--- src/rtl/seq_divider_restoring_if.sv ---
// Start/busy/done handshake bundle for the restoring divider.
// The controller holds start with stable operands; the divider takes them on the
// first rising edge it sees start while idle and answers with a one-cycle done.
interface seq_divider_restoring_if #(
  parameter int WIDTH = 8
);
  logic             start;
  logic [WIDTH-1:0] dividend;
  logic [WIDTH-1:0] divisor;
  logic             busy;
  logic             done;
  logic [WIDTH-1:0] quotient;
  logic [WIDTH-1:0] remainder;
  logic             div_by_zero;
  logic [1:0]       dbg_state;

  modport master (
    output start, dividend, divisor,
    input  busy, done, quotient, remainder, div_by_zero, dbg_state
  );

  modport slave (
    input  start, dividend, divisor,
    output busy, done, quotient, remainder, div_by_zero, dbg_state
  );
endinterface

--- src/rtl/seq_divider_restoring.sv ---
// Unsigned restoring divider: one quotient bit per clock, WIDTH iterations,
// with a divide-by-zero shortcut that reports quotient = all ones.
module seq_divider_restoring #(
  parameter int WIDTH = 8
) (
  input  logic                    clk,
  input  logic                    reset_p,
  seq_divider_restoring_if.slave  bus
);
  localparam int CW = $clog2(WIDTH);

  typedef enum logic [1:0] {
    S_IDLE = 2'd0,
    S_CALC = 2'd1,
    S_FIN  = 2'd2
  } state_t;

  state_t           r_state;
  logic [WIDTH-1:0] r_q;
  logic [WIDTH-1:0] r_d;
  logic [WIDTH-1:0] r_r;
  logic [CW-1:0]    r_cnt;
  logic             r_done;
  logic [WIDTH-1:0] r_quotient;
  logic [WIDTH-1:0] r_remainder;
  logic             r_dbz;

  logic [WIDTH:0]   w_r_shift;
  logic [WIDTH:0]   w_trial;
  logic [WIDTH-1:0] w_r_next;
  logic [WIDTH-1:0] w_q_next;
  logic             w_last;

  // The partial remainder is WIDTH+1 bits wide only for the shifted trial value;
  // after each restore it is below the divisor, so its top bit is always zero.
  assign w_r_shift = {r_r, r_q[WIDTH-1]};
  assign w_trial   = w_r_shift - {1'b0, r_d};
  assign w_r_next  = w_trial[WIDTH] ? w_r_shift[WIDTH-1:0] : w_trial[WIDTH-1:0];
  assign w_q_next  = {r_q[WIDTH-2:0], ~w_trial[WIDTH]};
  assign w_last    = (r_cnt == CW'(WIDTH - 1));

  always_ff @(posedge clk or posedge reset_p) begin
    if (reset_p) begin
      r_state     <= S_IDLE;
      r_q         <= '0;
      r_d         <= '0;
      r_r         <= '0;
      r_cnt       <= '0;
      r_done      <= 1'b0;
      r_quotient  <= '0;
      r_remainder <= '0;
      r_dbz       <= 1'b0;
    end else begin
      r_done <= 1'b0;
      case (r_state)
        S_IDLE: begin
          if (bus.start) begin
            if (bus.divisor == '0) begin
              r_quotient  <= '1;
              r_remainder <= bus.dividend;
              r_dbz       <= 1'b1;
              r_state     <= S_FIN;
            end else begin
              r_q     <= bus.dividend;
              r_d     <= bus.divisor;
              r_r     <= '0;
              r_cnt   <= '0;
              r_state <= S_CALC;
            end
          end
        end
        S_CALC: begin
          r_q   <= w_q_next;
          r_r   <= w_r_next;
          r_cnt <= r_cnt + 1'b1;
          if (w_last) begin
            r_quotient  <= w_q_next;
            r_remainder <= w_r_next;
            r_dbz       <= 1'b0;
            r_state     <= S_FIN;
          end
        end
        // done lags FIN by one edge so it lands in the first IDLE cycle
        S_FIN: begin
          r_done  <= 1'b1;
          r_state <= S_IDLE;
        end
        default: r_state <= S_IDLE;
      endcase
    end
  end

  assign bus.busy        = (r_state != S_IDLE);
  assign bus.done        = r_done;
  assign bus.quotient    = r_quotient;
  assign bus.remainder   = r_remainder;
  assign bus.div_by_zero = r_dbz;
  assign bus.dbg_state   = r_state;
endmodule

--- src/flat_wrapper.sv ---
// flat-port wrapper written by rule: the top's interface ports become plain ports
module seq_divider_restoring_flat 
#(
  parameter int WIDTH = 8
)
  (clk, reset_p, bus_start, bus_dividend, bus_divisor, bus_busy, bus_done, bus_quotient, bus_remainder, bus_div_by_zero, bus_dbg_state);
  seq_divider_restoring_if #(.WIDTH(WIDTH)) bus_i ();
  input  logic clk;
  input  logic reset_p;
  input wire logic [$bits(bus_i.start)-1:0] bus_start;
  input wire logic [$bits(bus_i.dividend)-1:0] bus_dividend;
  input wire logic [$bits(bus_i.divisor)-1:0] bus_divisor;
  output wire logic [$bits(bus_i.busy)-1:0] bus_busy;
  output wire logic [$bits(bus_i.done)-1:0] bus_done;
  output wire logic [$bits(bus_i.quotient)-1:0] bus_quotient;
  output wire logic [$bits(bus_i.remainder)-1:0] bus_remainder;
  output wire logic [$bits(bus_i.div_by_zero)-1:0] bus_div_by_zero;
  output wire logic [$bits(bus_i.dbg_state)-1:0] bus_dbg_state;
  assign bus_i.start = bus_start;
  assign bus_i.dividend = bus_dividend;
  assign bus_i.divisor = bus_divisor;
  assign bus_busy = bus_i.busy;
  assign bus_done = bus_i.done;
  assign bus_quotient = bus_i.quotient;
  assign bus_remainder = bus_i.remainder;
  assign bus_div_by_zero = bus_i.div_by_zero;
  assign bus_dbg_state = bus_i.dbg_state;
  seq_divider_restoring #(.WIDTH(WIDTH)) u_core (.clk(clk), .reset_p(reset_p), .bus(bus_i));
endmodule
--- config.mk ---
export PLATFORM = sky130hd
export DESIGN_NAME = seq_divider_restoring_flat
export DESIGN_NICKNAME = d
export VERILOG_FILES = /design/src/rtl/seq_divider_restoring_if.sv /design/src/rtl/seq_divider_restoring.sv /design/src/flat_wrapper.sv
export SDC_FILE = /design/constraint.sdc
export NUM_CORES = 1
export LEC_CHECK = 0
export ABC_AREA = 1
export BUFFER_PORTS_ARGS = -buffer_cell sky130_fd_sc_hd__buf_2
export CAP_MARGIN = 20
export CORE_MARGIN = 2
export CORE_UTILIZATION = 51
export DETAILED_ROUTE_END_ITERATION = 8
export GPL_ROUTABILITY_DRIVEN = 0
export PLACE_DENSITY = 0.84
export SLEW_MARGIN = 15
export SYNTH_ARGS = -nofsm -noshare
export SYNTH_HDL_FRONTEND = slang
export SYNTH_SLANG_ARGS = --single-unit
--- constraint.sdc ---
create_clock -name clk -period 1.8 [get_ports clk]
set_input_delay 0.36 -clock clk [delete_from_list [all_inputs] [get_ports clk]]
set_output_delay 0.36 -clock clk [all_outputs]
set_load 0.01 [all_outputs]
; ---- Yosys cells after proc, flatten, opt, wreduce, memory -nomap -nowiden
; Index checks and enable logic that the tools add are counted.
[totals]
elab_cells = 55
out_inout_bits = 21
in_bits = 19
reg_bits = 47
[classes]
muxes = 27
n_bitwise = 2
reduce_logical = 8
n_eq_ne = 7
addsub = 2
[ops]
columns = operator, count
row1 = two-way mux 8 bit, 11
row2 = case mux 8 bit (2 select lines), 4
row3 = subtractor 9 x 8 -> 9 bit, 1
row4 = logical NOT 8 bit, 1
row5 = two-way mux 2 bit, 3
row6 = two-way mux 3 bit, 2
row7 = case mux 3 bit (2 select lines), 1
row8 = AND reduction 3 bit, 2
row9 = two-way mux 1 bit, 4
row10 = "!= test 2 x 1 -> 1 bit, second input constant", 2
row11 = "!= test 2 bit, second input constant", 2
row12 = case mux 2 bit (2 select lines), 1
row13 = AND reduction 4 bit, 1
row14 = nonzero test 2 bit, 2
row15 = "adder 3 x 1 -> 3 bit, second input constant", 1
row16 = "equality test 3 bit, second input constant", 1
row17 = "equality test 2 x 1 -> 1 bit, second input constant", 1
row18 = "equality test 2 bit, second input constant", 1
row19 = logical NOT 2 bit, 1
row20 = NOT 1 bit, 2
row21 = case mux 1 bit (2 select lines), 1
row22 = AND reduction 2 bit, 1

; ---- Depth between registers and ports, before layout
[depth]
ltp_word = 4
ltp_mapped = 14
ltp_nobuf = 14

; ---- Least setup slack after synthesis
; No wires, ideal clock.
[synth_path]
kind = reg2reg
from = register u_core.r_q[7]
to = register u_core.r_remainder[7], in the netlist u_core.bus.remainder[7]
setup_slack_ps = 8
arrival_ps = 1679
setup_time_ps = 113
path_stages_with_launch = 15
t_required_ps = 1687
path_buffers = 0
path_cell_list = dfrtp_1 > inv_1 > ha_1 > inv_1 > fa_1 > nand2_1 > nand2_1 > nand3_2 > nand2_2 > nand2_2 > nand2_4 > nand3_1 > nand3_1 > nand2_1 > inv_1
[synth_between]
elab_chain_cells = 4
[synth_rtl]
columns = item, line
row1 = from (decl), seq_divider_restoring.sv:19  ; logic [WIDTH-1:0] r_q;
row2 = from (signal assigned), seq_divider_restoring.sv:64  ; r_q <= bus.dividend;
row3 = from (signal assigned), seq_divider_restoring.sv:73  ; r_q <= w_q_next;
row4 = subtractor 9 x 8 -> 9 bit, seq_divider_restoring.sv:37  ; assign w_trial = w_r_shift - {1'b0, r_d};
row5 = two-way mux 8 bit, seq_divider_restoring.sv:38  ; assign w_r_next = w_trial[WIDTH] ? w_r_shift[WIDTH-1:0] : w_trial[WIDTH-1:0];
row6 = two-way mux 8 bit, seq_divider_restoring.sv:76  ; if (w_last) begin
row7 = case mux 8 bit (2 select lines), seq_divider_restoring.sv:55  ; case (r_state)
row8 = to (signal assigned), seq_divider_restoring.sv:60  ; r_remainder <= bus.dividend;
row9 = to (signal assigned), seq_divider_restoring.sv:78  ; r_remainder <= w_r_next;
row10 = to (decl), seq_divider_restoring.sv:25  ; logic [WIDTH-1:0] r_remainder;
; Every way passes these cells. The select of a mux whose other input is x is not followed.
; A chain may end at the register's enable or synchronous reset.

; ---- Worst setup path in the final report
[layout_path]
from = register u_core.r_q[7]
to = register u_core.r_r[2]
[layout_between]
elab_chain_cells = 3
[layout_rtl]
columns = item, line
row1 = subtractor 9 x 8 -> 9 bit, seq_divider_restoring.sv:37
row2 = two-way mux 8 bit, seq_divider_restoring.sv:38
row3 = case mux 8 bit (2 select lines), seq_divider_restoring.sv:55
row4 = to (signal assigned), seq_divider_restoring.sv:74  ; r_r <= w_r_next;
row5 = to (decl), seq_divider_restoring.sv:21  ; logic [WIDTH-1:0] r_r;
; Every way passes these cells.

==> key figures <==
Finish
  – P&R area growth vs syn: 26.9%
  – Area of the multi-input gates: about 0.0014 mm2
  – Share of post-route cells with drive strength above 1: between 20% and 30%
  – Final nets: approximately 420
  – ANT cells: 0
  – Layout Cells excl Fill: 456
  – Final Cell Area: 0.00328 mm2
  – Most frequent cells in the layout: nand2_1 (71), inv_1 (59), dfrtp_1 (47), buf_2 (39), nor2_1 (25)
  – Commonest non-fill, non-tap cell in the layout: nand2_1
  – # fillers: between 300 and 400
  – Reg area: around 0.0012 mm2

Timing
  – Final hold violation count: 0
  – Setup violations, final: 14
  – Period utilisation layout: 109%
  – Final min period: between 1500 and 2000 ps
  – Rel. slew slack: between 60 and 70%
  – Fmax achieved: 512 MHz
  – Max Slew Vio Count: 0
  – Slew @ Worst Pin: roughly 600 ps
  – Clock Skew: between 10 and 15 ps
  – Worst setup margin: -155 ps
  – RSZ-0062 raised after global routing: true

Floorplan
  – Die H: 75.2 um
  – Row cnt: 25
  – Die width: 75.2 um
  – Core Area: 0.00482 mm2
  – Full die area: 0.00566 mm2
  – Initial Util: approximately 54%
  – IO Pins: 40

Routing
  – Wire length on met1: 2630 um
  – Iter 0 DRT Violations: 199
  – Final ANT Viol Nets: 0
  – DRT Pass-1 Iters: 4
  – Routed WL: about 6300 um
  – Met3 routed WL: 368 um
  – Metal2 WL: 3140 um
  – Via count: 2,335
  – WL/cell: ~14 um
  – Top sig layer: met4
  – Drt via density: ~5
  – DRC errors left: 0

Setup path
  – Critical path arrival: roughly 2200 ps
  – Worst r2r src: u_core.r_q[7]
  – Worst path bufs/invs: 5
  – Reg2Reg Setup Slack: -150 ps
  – RR Endpoint: u_core.r_r[2]
  – Worst Path Required: 2050 ps
  – CP Capture Type: register
  – CP dominant cell by count: buf_4
  – Crit-path cells: inv_2, ha_4, inv_2, fa_2, buf_4, buf_4, xor2_1, nand3_4, buf_4, nand3_2
  – Critical path type: register to register
  – Crit path max-delay family: buffers and inverters
  – Reg2Reg Depth: 10
  – Largest fanout on the critical path: 2
  – Delay of the slowest cell on the worst path: approximately 400 ps
  – Slowest stage cell, crit path: dfrtp_1
  – Type of origin of the critical path: register

Clock tree
  – CTS Hold Bufs: 0
  – Clock Sinks: 47
  – Clk pin slew, worst setup/hold paths: ~90 ps
  – Worst-Skew Late Latency: 310 ps
  – Clock Path Buffers: 2
  – H-tree levels: 2
  – TritonCTS clock tree: built
  – CTS Root Cell: clkbuf_8
  – Clock buffer count from CTS: 5

Min path
  – Worst Hold Class: input pin to async pin

Status
  – Outcome: complete, but fails checks
  – Failing checks: negative setup slack

Synth
  – Synth area leaders: dfrtp_1 (45%), nand2_1 (11%), inv_1 (9.0%), nand3_1 (7.4%), ha_1 (4.8%)
  – Mapped Area: between 0.002 and 0.003 mm2
  – Distinct cells, synth: 32
  – Sequential area share after synthesis: a little under half
  – Post-synth top area share: 45.5%
  – Synth area leader: dfrtp_1
  – Synth Instances: ~330
  – Mapped Nets: 361
  – Post-synthesis average cell area: 7.82 um2
  – Synth warn: 0
  – Seq cells post-synth: 47

Global route
  – Total congestion overflow: 0
  – First-pass GRT wire length: a little over 10,000 um
  – Largest net degree at the start of global routing: 48
  – Initial antenna violation count: 0
  – Number of global-route vias before repair: ~2,300
  – Total GRT Usage: 24.1%

Placed design
  – Placed Area: ~0.0029 mm2
  – Pre-CTS setup slack: -139 ps
  – IO Port Bufs: 39
  – HPWL after DPL: 4240 um
  – Dpl cells: between 400 and 500

Power
  – VDD IR max: 1.03 mV
  – Power Density: between 2000 and 2500 mW/mm2
  – Total leakage power: between 1.5 and 2 nW
  – Design Power: slightly above 7 mW

Job
  – Max Cap Violations: 0
==> flip-flops by register name, indices dropped and copies added (netlist names) <==
name and count:
u_core.bus.dbg_state 2, u_core.bus.div_by_zero 1, u_core.bus.done 1, u_core.bus.quotient 8, u_core.bus.remainder 8, u_core.r_cnt 3, u_core.r_d 8, u_core.r_q 8
u_core.r_r 8
==> power breakdown <==
| group | switching, mW | internal, mW |
|---|---|---|
| combinational | 2.82 | 1.71 |
| sequential | 0.313 | 1.55 |
| clock | 0.361 | 0.315 |
==> worst register-to-register path, cell delays in order (launching register included) <==
cell and delay (ps):
dfrtp_1 400, inv_2 80, ha_4 120, inv_2 40, fa_2 350, buf_4 150
buf_4 130, xor2_1 320, nand3_4 120, buf_4 150, nand3_2 60
==> metal layers <==
layer  vias to the layer above  track usage, %
li1                       1150               -
met1                      1094            30.6
met2                        77            41.4
met3                        14            4.28
met4                         0            8.58
met5                         -               0
==> through the flow <==
stage	setup TNS (ps)	hold slack, ps	util, %
after global routing	-2450	243	68.2
after floorplan	0	459	-
after CTS	-273	214	66.2
after detailed placement	-1410	486	60.5
after global placement	-417	475	60.5
final	-1000	196	68.2
==> Yosys cell counts <==
library cell,instances
nand3_2,1
buf_6,1
nor2_1,26
fa_1,1
nand2_2,4
o221ai_1,4
a22o_1,2
ha_1,10
o21ai_1,9
o211ai_1,1
inv_2,3
nand3_1,38
a21oi_2,1
xnor2_1,1
inv_1,62
o21ai_2,1
a31oi_1,1
nand4_1,3
or2_1,1
or2_0,8
nor2_2,3
inv_4,1
xor2_1,2
clkbuf_1,2
a21oi_1,8
dfrtp_1,47
buf_4,2
nand2_4,3
o21ai_0,8
nand2_1,73
buf_2,3
a22oi_1,1
==> what timing repair did <==
item,CTS,global route
cloned,2,0
buffers inserted,2,2
pin swaps,11,7
hold endpoints to repair,0,0
gates resized for setup,31,14
setup endpoints to repair,18,18
==> layout make-up <==
| type | instances | area share, % |
|---|---|---|
| sequential | 47 | 35.8 |
| multi-input combinational | 212 | 41.2 |
| clock buffer | 7 | 2.63 |
| timing repair buffer | 56 | 9.94 |
| tap | 67 | 2.55 |
| clock inverter | 1 | 0.267 |
| inverter | 66 | 7.62 |
==> cells by family (layout without fill, tap and decap cells) <==
| logic type | after synthesis | in the layout | share of synthesized area (%) |
|---|---|---|---|
| simple gates | 160 | 162 | 28.0 |
| buf+inv | 74 | 130 | 11.6 |
| flops | 47 | 47 | 45.5 |
| compound gates | 36 | 36 | 8.37 |
| fa+ha+maj | 11 | 11 | 5.61 |
| xor+xnor | 3 | 3 | 1.02 |
==> worst max-delay path by stage <==
stage | from | end | slack, ps | cells past startpoint
3_3_place_gp | u_core.r_q[7] | u_core.bus.remainder[5] | -60 | 14
2_1_floorplan | u_core.r_q[7] | u_core.bus.remainder[7] | 8 | 14
4_1_cts | u_core.r_q[7] | u_core.bus.quotient[0] | -40 | 12
5_1_grt | u_core.r_q[7] | u_core.r_r[2] | -230 | 10
6_report | u_core.r_q[7] | u_core.r_r[2] | -150 | 10
3_5_place_dp | u_core.r_q[7] | u_core.bus.remainder[6] | -140 | 13
Note: power is estimated with default switching activity, not from simulation.
